--- src/rtl/mem_arb_pkg.sv ---
// Shared types and constants for the two-requester memory arbiter.
package mem_arb_pkg;

  typedef enum logic [1:0] {
    IDLE  = 2'd0,
    ISSUE = 2'd1,
    RESP  = 2'd2
  } arb_state_e;

  localparam logic OWNER_CPU = 1'b0;
  localparam logic OWNER_DBG = 1'b1;

endpackage

--- src/rtl/mem_arbiter_if.sv ---
// Bundles the CPU port, debug port and memory-side bus of the arbiter.
interface mem_arbiter_if #(
  parameter int unsigned ADDR_W = 32,
  parameter int unsigned DATA_W = 32
);
  logic              cpu_req;
  logic              cpu_we;
  logic [ADDR_W-1:0] cpu_addr;
  logic [DATA_W-1:0] cpu_wdata;
  logic              cpu_ack;
  logic [DATA_W-1:0] cpu_rdata;

  logic              dbg_req;
  logic              dbg_we;
  logic [ADDR_W-1:0] dbg_addr;
  logic [DATA_W-1:0] dbg_wdata;
  logic              dbg_ack;
  logic [DATA_W-1:0] dbg_rdata;

  logic              mem_we;
  logic [ADDR_W-1:0] mem_addr;
  logic [DATA_W-1:0] mem_din;
  logic [DATA_W-1:0] mem_dout;

  logic              busy;
  logic              owner;

  // Arbiter side.
  modport slave (
    input  cpu_req, cpu_we, cpu_addr, cpu_wdata,
    input  dbg_req, dbg_we, dbg_addr, dbg_wdata,
    input  mem_dout,
    output cpu_ack, cpu_rdata, dbg_ack, dbg_rdata,
    output mem_we, mem_addr, mem_din, busy, owner
  );

  // Requesters plus memory side, as seen by the surrounding system.
  modport master (
    output cpu_req, cpu_we, cpu_addr, cpu_wdata,
    output dbg_req, dbg_we, dbg_addr, dbg_wdata,
    output mem_dout,
    input  cpu_ack, cpu_rdata, dbg_ack, dbg_rdata,
    input  mem_we, mem_addr, mem_din, busy, owner
  );

endinterface

--- src/rtl/arb_starve_cnt.sv ---
// Saturating count of cycles the debug port has waited; flags when it must be served.
module arb_starve_cnt #(
  parameter int unsigned STARVE_MAX = 8
) (
  input  logic clk_i,
  input  logic rst_ni,
  input  logic wait_i,
  input  logic grant_i,
  output logic starved_o
);

  localparam logic [7:0] MaxCnt = 8'(STARVE_MAX);

  logic [7:0] cnt_q, cnt_d;

  always_comb begin
    cnt_d = cnt_q;
    if (grant_i) begin
      cnt_d = '0;
    end else if (wait_i && (cnt_q < MaxCnt)) begin
      cnt_d = cnt_q + 8'd1;
    end
  end

  always_ff @(posedge clk_i or negedge rst_ni) begin
    if (!rst_ni) begin
      cnt_q <= '0;
    end else begin
      cnt_q <= cnt_d;
    end
  end

  assign starved_o = (cnt_q == MaxCnt);

endmodule

--- src/rtl/mem_arbiter.sv ---
// Two-requester memory arbiter, CPU over debug, one transaction per IDLE/ISSUE/RESP pass.
// Defining MEM_ARB_STARVE_EN adds a counter that forces a debug grant after STARVE_MAX waits.
module mem_arbiter
  import mem_arb_pkg::*;
#(
  parameter int unsigned ADDR_W     = 32,
  parameter int unsigned DATA_W     = 32,
  parameter int unsigned STARVE_MAX = 8
) (
  input logic          clk,
  input logic          rst,
  mem_arbiter_if.slave bus
);

  if (STARVE_MAX < 1 || STARVE_MAX > 255) begin : g_starve_max_check
    $error("STARVE_MAX must be in 1..255");
  end

  arb_state_e        state_q, state_d;
  logic              owner_q, owner_d;
  logic              mem_we_q, mem_we_d;
  logic [ADDR_W-1:0] mem_addr_q, mem_addr_d;
  logic [DATA_W-1:0] mem_din_q, mem_din_d;
  logic [DATA_W-1:0] cpu_rdata_q, cpu_rdata_d;
  logic [DATA_W-1:0] dbg_rdata_q, dbg_rdata_d;
  logic              starved;
  logic              pick_dbg;
  logic              cpu_ack, dbg_ack;

  assign pick_dbg = bus.dbg_req & (~bus.cpu_req | starved);

  always_comb begin
    state_d     = state_q;
    owner_d     = owner_q;
    mem_we_d    = 1'b0;
    mem_addr_d  = mem_addr_q;
    mem_din_d   = mem_din_q;
    cpu_rdata_d = cpu_rdata_q;
    dbg_rdata_d = dbg_rdata_q;
    case (state_q)
      IDLE: begin
        if (bus.cpu_req || bus.dbg_req) begin
          state_d    = ISSUE;
          owner_d    = pick_dbg ? OWNER_DBG : OWNER_CPU;
          mem_we_d   = pick_dbg ? bus.dbg_we : bus.cpu_we;
          mem_addr_d = pick_dbg ? bus.dbg_addr : bus.cpu_addr;
          mem_din_d  = pick_dbg ? bus.dbg_wdata : bus.cpu_wdata;
        end
      end
      ISSUE: state_d = RESP;
      RESP: begin
        state_d = IDLE;
        // Loaded on writes too; the value is simply don't-care then.
        if (owner_q == OWNER_DBG) begin
          dbg_rdata_d = bus.mem_dout;
        end else begin
          cpu_rdata_d = bus.mem_dout;
        end
      end
      default: state_d = IDLE;
    endcase
  end

  always_ff @(posedge clk or negedge rst) begin
    if (!rst) begin
      state_q     <= IDLE;
      owner_q     <= OWNER_CPU;
      mem_we_q    <= 1'b0;
      mem_addr_q  <= '0;
      mem_din_q   <= '0;
      cpu_rdata_q <= '0;
      dbg_rdata_q <= '0;
    end else begin
      state_q     <= state_d;
      owner_q     <= owner_d;
      mem_we_q    <= mem_we_d;
      mem_addr_q  <= mem_addr_d;
      mem_din_q   <= mem_din_d;
      cpu_rdata_q <= cpu_rdata_d;
      dbg_rdata_q <= dbg_rdata_d;
    end
  end

`ifdef MEM_ARB_STARVE_EN
  logic dbg_grant, dbg_wait;

  assign dbg_grant = (state_q == IDLE) & pick_dbg;
  // A debug transaction already in flight is not waiting.
  assign dbg_wait  = bus.dbg_req & ~dbg_grant & ~((state_q != IDLE) & (owner_q == OWNER_DBG));

  arb_starve_cnt #(
    .STARVE_MAX(STARVE_MAX)
  ) u_starve_cnt (
    .clk_i    (clk),
    .rst_ni   (rst),
    .wait_i   (dbg_wait),
    .grant_i  (dbg_grant),
    .starved_o(starved)
  );
`else
  assign starved = 1'b0;
`endif

  assign cpu_ack = (state_q == RESP) & (owner_q == OWNER_CPU);
  assign dbg_ack = (state_q == RESP) & (owner_q == OWNER_DBG);

  // Bypass mem_dout during the ack cycle so rdata is valid alongside ack.
  assign bus.cpu_ack   = cpu_ack;
  assign bus.dbg_ack   = dbg_ack;
  assign bus.cpu_rdata = cpu_ack ? bus.mem_dout : cpu_rdata_q;
  assign bus.dbg_rdata = dbg_ack ? bus.mem_dout : dbg_rdata_q;
  assign bus.mem_we    = mem_we_q;
  assign bus.mem_addr  = mem_addr_q;
  assign bus.mem_din   = mem_din_q;
  assign bus.busy      = (state_q != IDLE);
  assign bus.owner     = owner_q;

endmodule

--- src/flat_wrapper.sv ---
// flat-port wrapper written by rule: the top's interface ports become plain ports
module mem_arbiter_flat import mem_arb_pkg::*;
#(
  parameter int unsigned ADDR_W     = 32,
  parameter int unsigned DATA_W     = 32,
  parameter int unsigned STARVE_MAX = 8
)
  (clk, rst, bus_cpu_req, bus_cpu_we, bus_cpu_addr, bus_cpu_wdata, bus_dbg_req, bus_dbg_we, bus_dbg_addr, bus_dbg_wdata, bus_mem_dout, bus_cpu_ack, bus_cpu_rdata, bus_dbg_ack, bus_dbg_rdata, bus_mem_we, bus_mem_addr, bus_mem_din, bus_busy, bus_owner);
  mem_arbiter_if #(.ADDR_W(ADDR_W), .DATA_W(DATA_W)) bus_i ();
  input logic clk;
  input logic rst;
  input wire logic [$bits(bus_i.cpu_req)-1:0] bus_cpu_req;
  input wire logic [$bits(bus_i.cpu_we)-1:0] bus_cpu_we;
  input wire logic [$bits(bus_i.cpu_addr)-1:0] bus_cpu_addr;
  input wire logic [$bits(bus_i.cpu_wdata)-1:0] bus_cpu_wdata;
  input wire logic [$bits(bus_i.dbg_req)-1:0] bus_dbg_req;
  input wire logic [$bits(bus_i.dbg_we)-1:0] bus_dbg_we;
  input wire logic [$bits(bus_i.dbg_addr)-1:0] bus_dbg_addr;
  input wire logic [$bits(bus_i.dbg_wdata)-1:0] bus_dbg_wdata;
  input wire logic [$bits(bus_i.mem_dout)-1:0] bus_mem_dout;
  output wire logic [$bits(bus_i.cpu_ack)-1:0] bus_cpu_ack;
  output wire logic [$bits(bus_i.cpu_rdata)-1:0] bus_cpu_rdata;
  output wire logic [$bits(bus_i.dbg_ack)-1:0] bus_dbg_ack;
  output wire logic [$bits(bus_i.dbg_rdata)-1:0] bus_dbg_rdata;
  output wire logic [$bits(bus_i.mem_we)-1:0] bus_mem_we;
  output wire logic [$bits(bus_i.mem_addr)-1:0] bus_mem_addr;
  output wire logic [$bits(bus_i.mem_din)-1:0] bus_mem_din;
  output wire logic [$bits(bus_i.busy)-1:0] bus_busy;
  output wire logic [$bits(bus_i.owner)-1:0] bus_owner;
  assign bus_i.cpu_req = bus_cpu_req;
  assign bus_i.cpu_we = bus_cpu_we;
  assign bus_i.cpu_addr = bus_cpu_addr;
  assign bus_i.cpu_wdata = bus_cpu_wdata;
  assign bus_i.dbg_req = bus_dbg_req;
  assign bus_i.dbg_we = bus_dbg_we;
  assign bus_i.dbg_addr = bus_dbg_addr;
  assign bus_i.dbg_wdata = bus_dbg_wdata;
  assign bus_i.mem_dout = bus_mem_dout;
  assign bus_cpu_ack = bus_i.cpu_ack;
  assign bus_cpu_rdata = bus_i.cpu_rdata;
  assign bus_dbg_ack = bus_i.dbg_ack;
  assign bus_dbg_rdata = bus_i.dbg_rdata;
  assign bus_mem_we = bus_i.mem_we;
  assign bus_mem_addr = bus_i.mem_addr;
  assign bus_mem_din = bus_i.mem_din;
  assign bus_busy = bus_i.busy;
  assign bus_owner = bus_i.owner;
  mem_arbiter #(.ADDR_W(ADDR_W), .DATA_W(DATA_W), .STARVE_MAX(STARVE_MAX)) u_core (.clk(clk), .rst(rst), .bus(bus_i));
endmodule
--- config.mk ---
export PLATFORM = sky130hd
export DESIGN_NAME = mem_arbiter_flat
export DESIGN_NICKNAME = d
export VERILOG_FILES = /design/src/rtl/mem_arb_pkg.sv /design/src/rtl/mem_arbiter_if.sv /design/src/rtl/arb_starve_cnt.sv /design/src/rtl/mem_arbiter.sv /design/src/flat_wrapper.sv
export SDC_FILE = /design/constraint.sdc
export NUM_CORES = 1
export LEC_CHECK = 0
export CAP_MARGIN = 10
export CORE_UTILIZATION = 31
export CTS_CLUSTER_SIZE = 12
export DETAILED_ROUTE_END_ITERATION = 10
export DONT_BUFFER_PORTS = 1
export PLACE_DENSITY = 0.5
export SLEW_MARGIN = 20
export SYNTH_ARGS = -nofsm -noshare
export SYNTH_HDL_FRONTEND = slang
export SYNTH_SLANG_ARGS = --single-unit
--- constraint.sdc ---
create_clock -name clk -period 1.7 [get_ports clk]
set_input_delay 0.17 -clock clk [delete_from_list [all_inputs] [get_ports clk]]
set_output_delay 0.17 -clock clk [all_outputs]
set_load 0.05 [all_outputs]
==> impl_metrics.toml <==
[outcome]
status = "complete, but fails checks"
failed_checks = "negative hold slack, negative setup slack"

[synthesis]
synth.avg_cell_area_um2 = 17.4
syn-cell-area_mm2 = 0.00621
synth_top_cell_area_share = 0.532
synthArstFlopShare = 1.00
ys.flop_type = "dfrtp_1"
syn-num-nets = 523
synth_edf_count = 0
yosysMostFrequentCell = "dfrtp_1"
synthCells = 357
yosysSeqAreaShare = 0.532
synthTopCellsByCount = "dfrtp_1, mux2_4, mux2_2, buf_2, buf_6"
synthTopCellsByArea = "dfrtp_1, mux2_4, mux2_2"
yosys.area.top_type = "dfrtp_1"
synth_seq_cells = 132
ys_warn_count = 0
ys_types = 17

[floorplanning]
initial_core_util = 0.318
die_x_um = 144
chipHeight_um = 144
core_mm2 = 0.0195
num_io_pins = 299
rows = 51
die_area_mm2 = 0.0206

[clock_tree]
clk_pin_slew_ns = 0.06
cts_tree = "built"
cts_max_level = 4
hold_buffers = 5
cts_made_buffers = 17
cts_max_path_buffers = 2
cts.sinks = 132
root_buffer = "clkbuf_16"
insertion_delay_ns = 0.42

[final_layout]
num-nets-final = 559
n_fill_cell = 1828
antenna-diode-count = 0
stdcell_count = 670
area_growth_pct = 25.4
drive_gt1_frac = 0.640

[timing]
maxSlewViolCount = 0
worst_pin_slew_ns = 0.535
finClkSkew_ns = 0.0156
fmax_mhz = 516
holdWs_ns = -0.556
hold_viol = 132
fin_ws_ns = -0.238
max_slew_margin = 0.643
fin_crit_sh = 1.14
rsz0062_at_grt = "true"
setup_viol = 79
fin_setup_tns_ns = -14.70
period_minus_slack_ns = 1.94

[drt]
drc = 0
totalWireLength_um = 14400
viasPerCell = 4.62
ant_nets = 0
drt_pass1_iterations = 3
wire_per_inst_um = 21.6
routed-via-count = 3095
dr.first_iter.drc_count = 65

[critical_path]
cp.arrival_ns = 1.77
crit_chain = "nor3b_4, buf_6, clkbuf_16, mux2_4"
r2r_cells = 7
startpoint = "u_core.state_q[0]$_DFFE_PN0P_"
critPathRequiredTime_ns = 1.53
r2r_end = "u_core.bus.mem_din[8]$_DFFE_PN0P_"
cp_slowest_cell = "dfrtp_1"
crit_end = "bus_cpu_rdata[28]"
crit_path_end_kind = "output pin"
crit_type = "flip-flop to output pin"
max_stage_delay_ns = 0.41
rrSetupSlack_ns = -0.01
start_kind = "flip-flop"
worstPathMaxFanout = 8
r2r-start = "u_core.state_q[0]$_DFFE_PN0P_"

[placed_design]
place_hpwl_um = 9010
gp_congestion = 0.718
dp_cells = 613
port_buffers = 0
dpl_worst_slack_ns = 0.0978

[global_routing]
antenna_found_initial = 0
grtUsageMet3 = 0.0513
grt_pass1_vias = 3315
use_met2 = 0.223
grt.overflow.total = 0
track_usage = 0.131
grt_max_degree = 133
grt_pass1_wl_um = 19600
gr-max-usage-layer = "met2"
use_met1 = 0.147

[run]
maxCapViolCount = 0

[min_path]
hp-class = "input pin to asynchronous set/reset pin"
[final cells by class]
cell class	instances	area, µm²	share of cell area
Timing Repair Buffer	37	651	0.0836
Tap cell	265	332	0.0426
Sequential cell	132	3300	0.425
Clock buffer	21	450	0.0579
Inverter	2	13.8	0.00177
Multi-Input combinational cell	203	2950	0.379
Clock inverter	10	85.1	0.0109
[layout by cell type (no fill, tap or decap), types with 2 or more instances in the layout]
cell type / Yosys / layout
dlygate4sd3_1: 0 / 5
buf_4: 1 / 3
clkbuf_1: 0 / 3
buf_6: 6 / 8
clkinvlp_4: 0 / 2
buf_16: 0 / 7
nand3b_1: 2 / 2
mux2_4: 120 / 184
a21oi_1: 3 / 3
buf_12: 3 / 9
clkinv_4: 0 / 2
clkbuf_16: 0 / 21
dfrtp_1: 132 / 131
clkinv_2: 0 / 6
mux2_2: 72 / 8
[what timing repair did]
item                                   CTS  global route
resized for setup                       73            10
pin swaps                                1             1
endpoints found under the hold margin  134           132
setup endpoints to repair               66           122
cloned                                   6             6
setup buffers                            7             4
[flip-flops by register name (all words and copies together), names as in the netlist]
signal and cells:
u_core.state_q 2, u_core.dbg_rdata_q 32, u_core.bus.mem_din 32, u_core.cpu_rdata_q 32
u_core.bus.mem_addr 32, u_core.bus.mem_we 1, u_core.bus.owner 1
[cells by family (layout without fill, tap and decap cells)]
family          count (synthesis)  in the layout  share of synthesized area
compound gates                  4              4                    0.00363
mux                           192            192                      0.421
buf+inv                        22             70                     0.0359
simple gates                    7              7                    0.00766
flops                         132            132                      0.532
[worst max-delay path: cells and delay by family, from the launching register on]
kind / cells / cell delay, ns
simple gates: 1 / 0.24
flops: 1 / 0.41
mux: 1 / 0.39
buf+inv: 2 / 0.32
[layer usage]
layer | part of all wire | up-vias | wire length (µm)
li1 | - | 1350 | -
met1 | 0.40 | 1545 | 5710
met2 | 0.50 | 190 | 7200
met3 | 0.096 | 10 | 1380
met4 | 0.010 | 0 | 151
met5 | 0 | - | 0
[worst min path at each step]
| stage | startpoint | endpoint | slack (ns) | depth (start not counted) |
|---|---|---|---|---|
| finish | rst | u_core.cpu_rdata_q[6]$_DFFE_PN0N_ | -0.56 | 0 |
| global placement | rst | u_core.cpu_rdata_q[11]$_DFFE_PN0N_ | -0.12 | 0 |
| CTS | rst | u_core.cpu_rdata_q[20]$_DFFE_PN0N_ | -0.57 | 0 |
| global route | rst | u_core.cpu_rdata_q[4]$_DFFE_PN0N_ | -0.58 | 0 |
| floorplan | rst | u_core.bus.mem_addr[0]$_DFFE_PN0P_ | -0.13 | 0 |
| detailed placement | rst | u_core.dbg_rdata_q[5]$_DFFE_PN0P_ | -0.12 | 0 |
[stage by stage]
step,util,cell area (µm²)
after floorplan,-,6240
final,0.399,7780
after detailed placement,0.335,6540
after global placement,0.335,6540
after global routing,0.399,7780
after CTS,0.389,7600
Power is left out: the tool's default activity adds up to more than one toggle a clock period on the data nets, which glitch-free logic cannot reach.
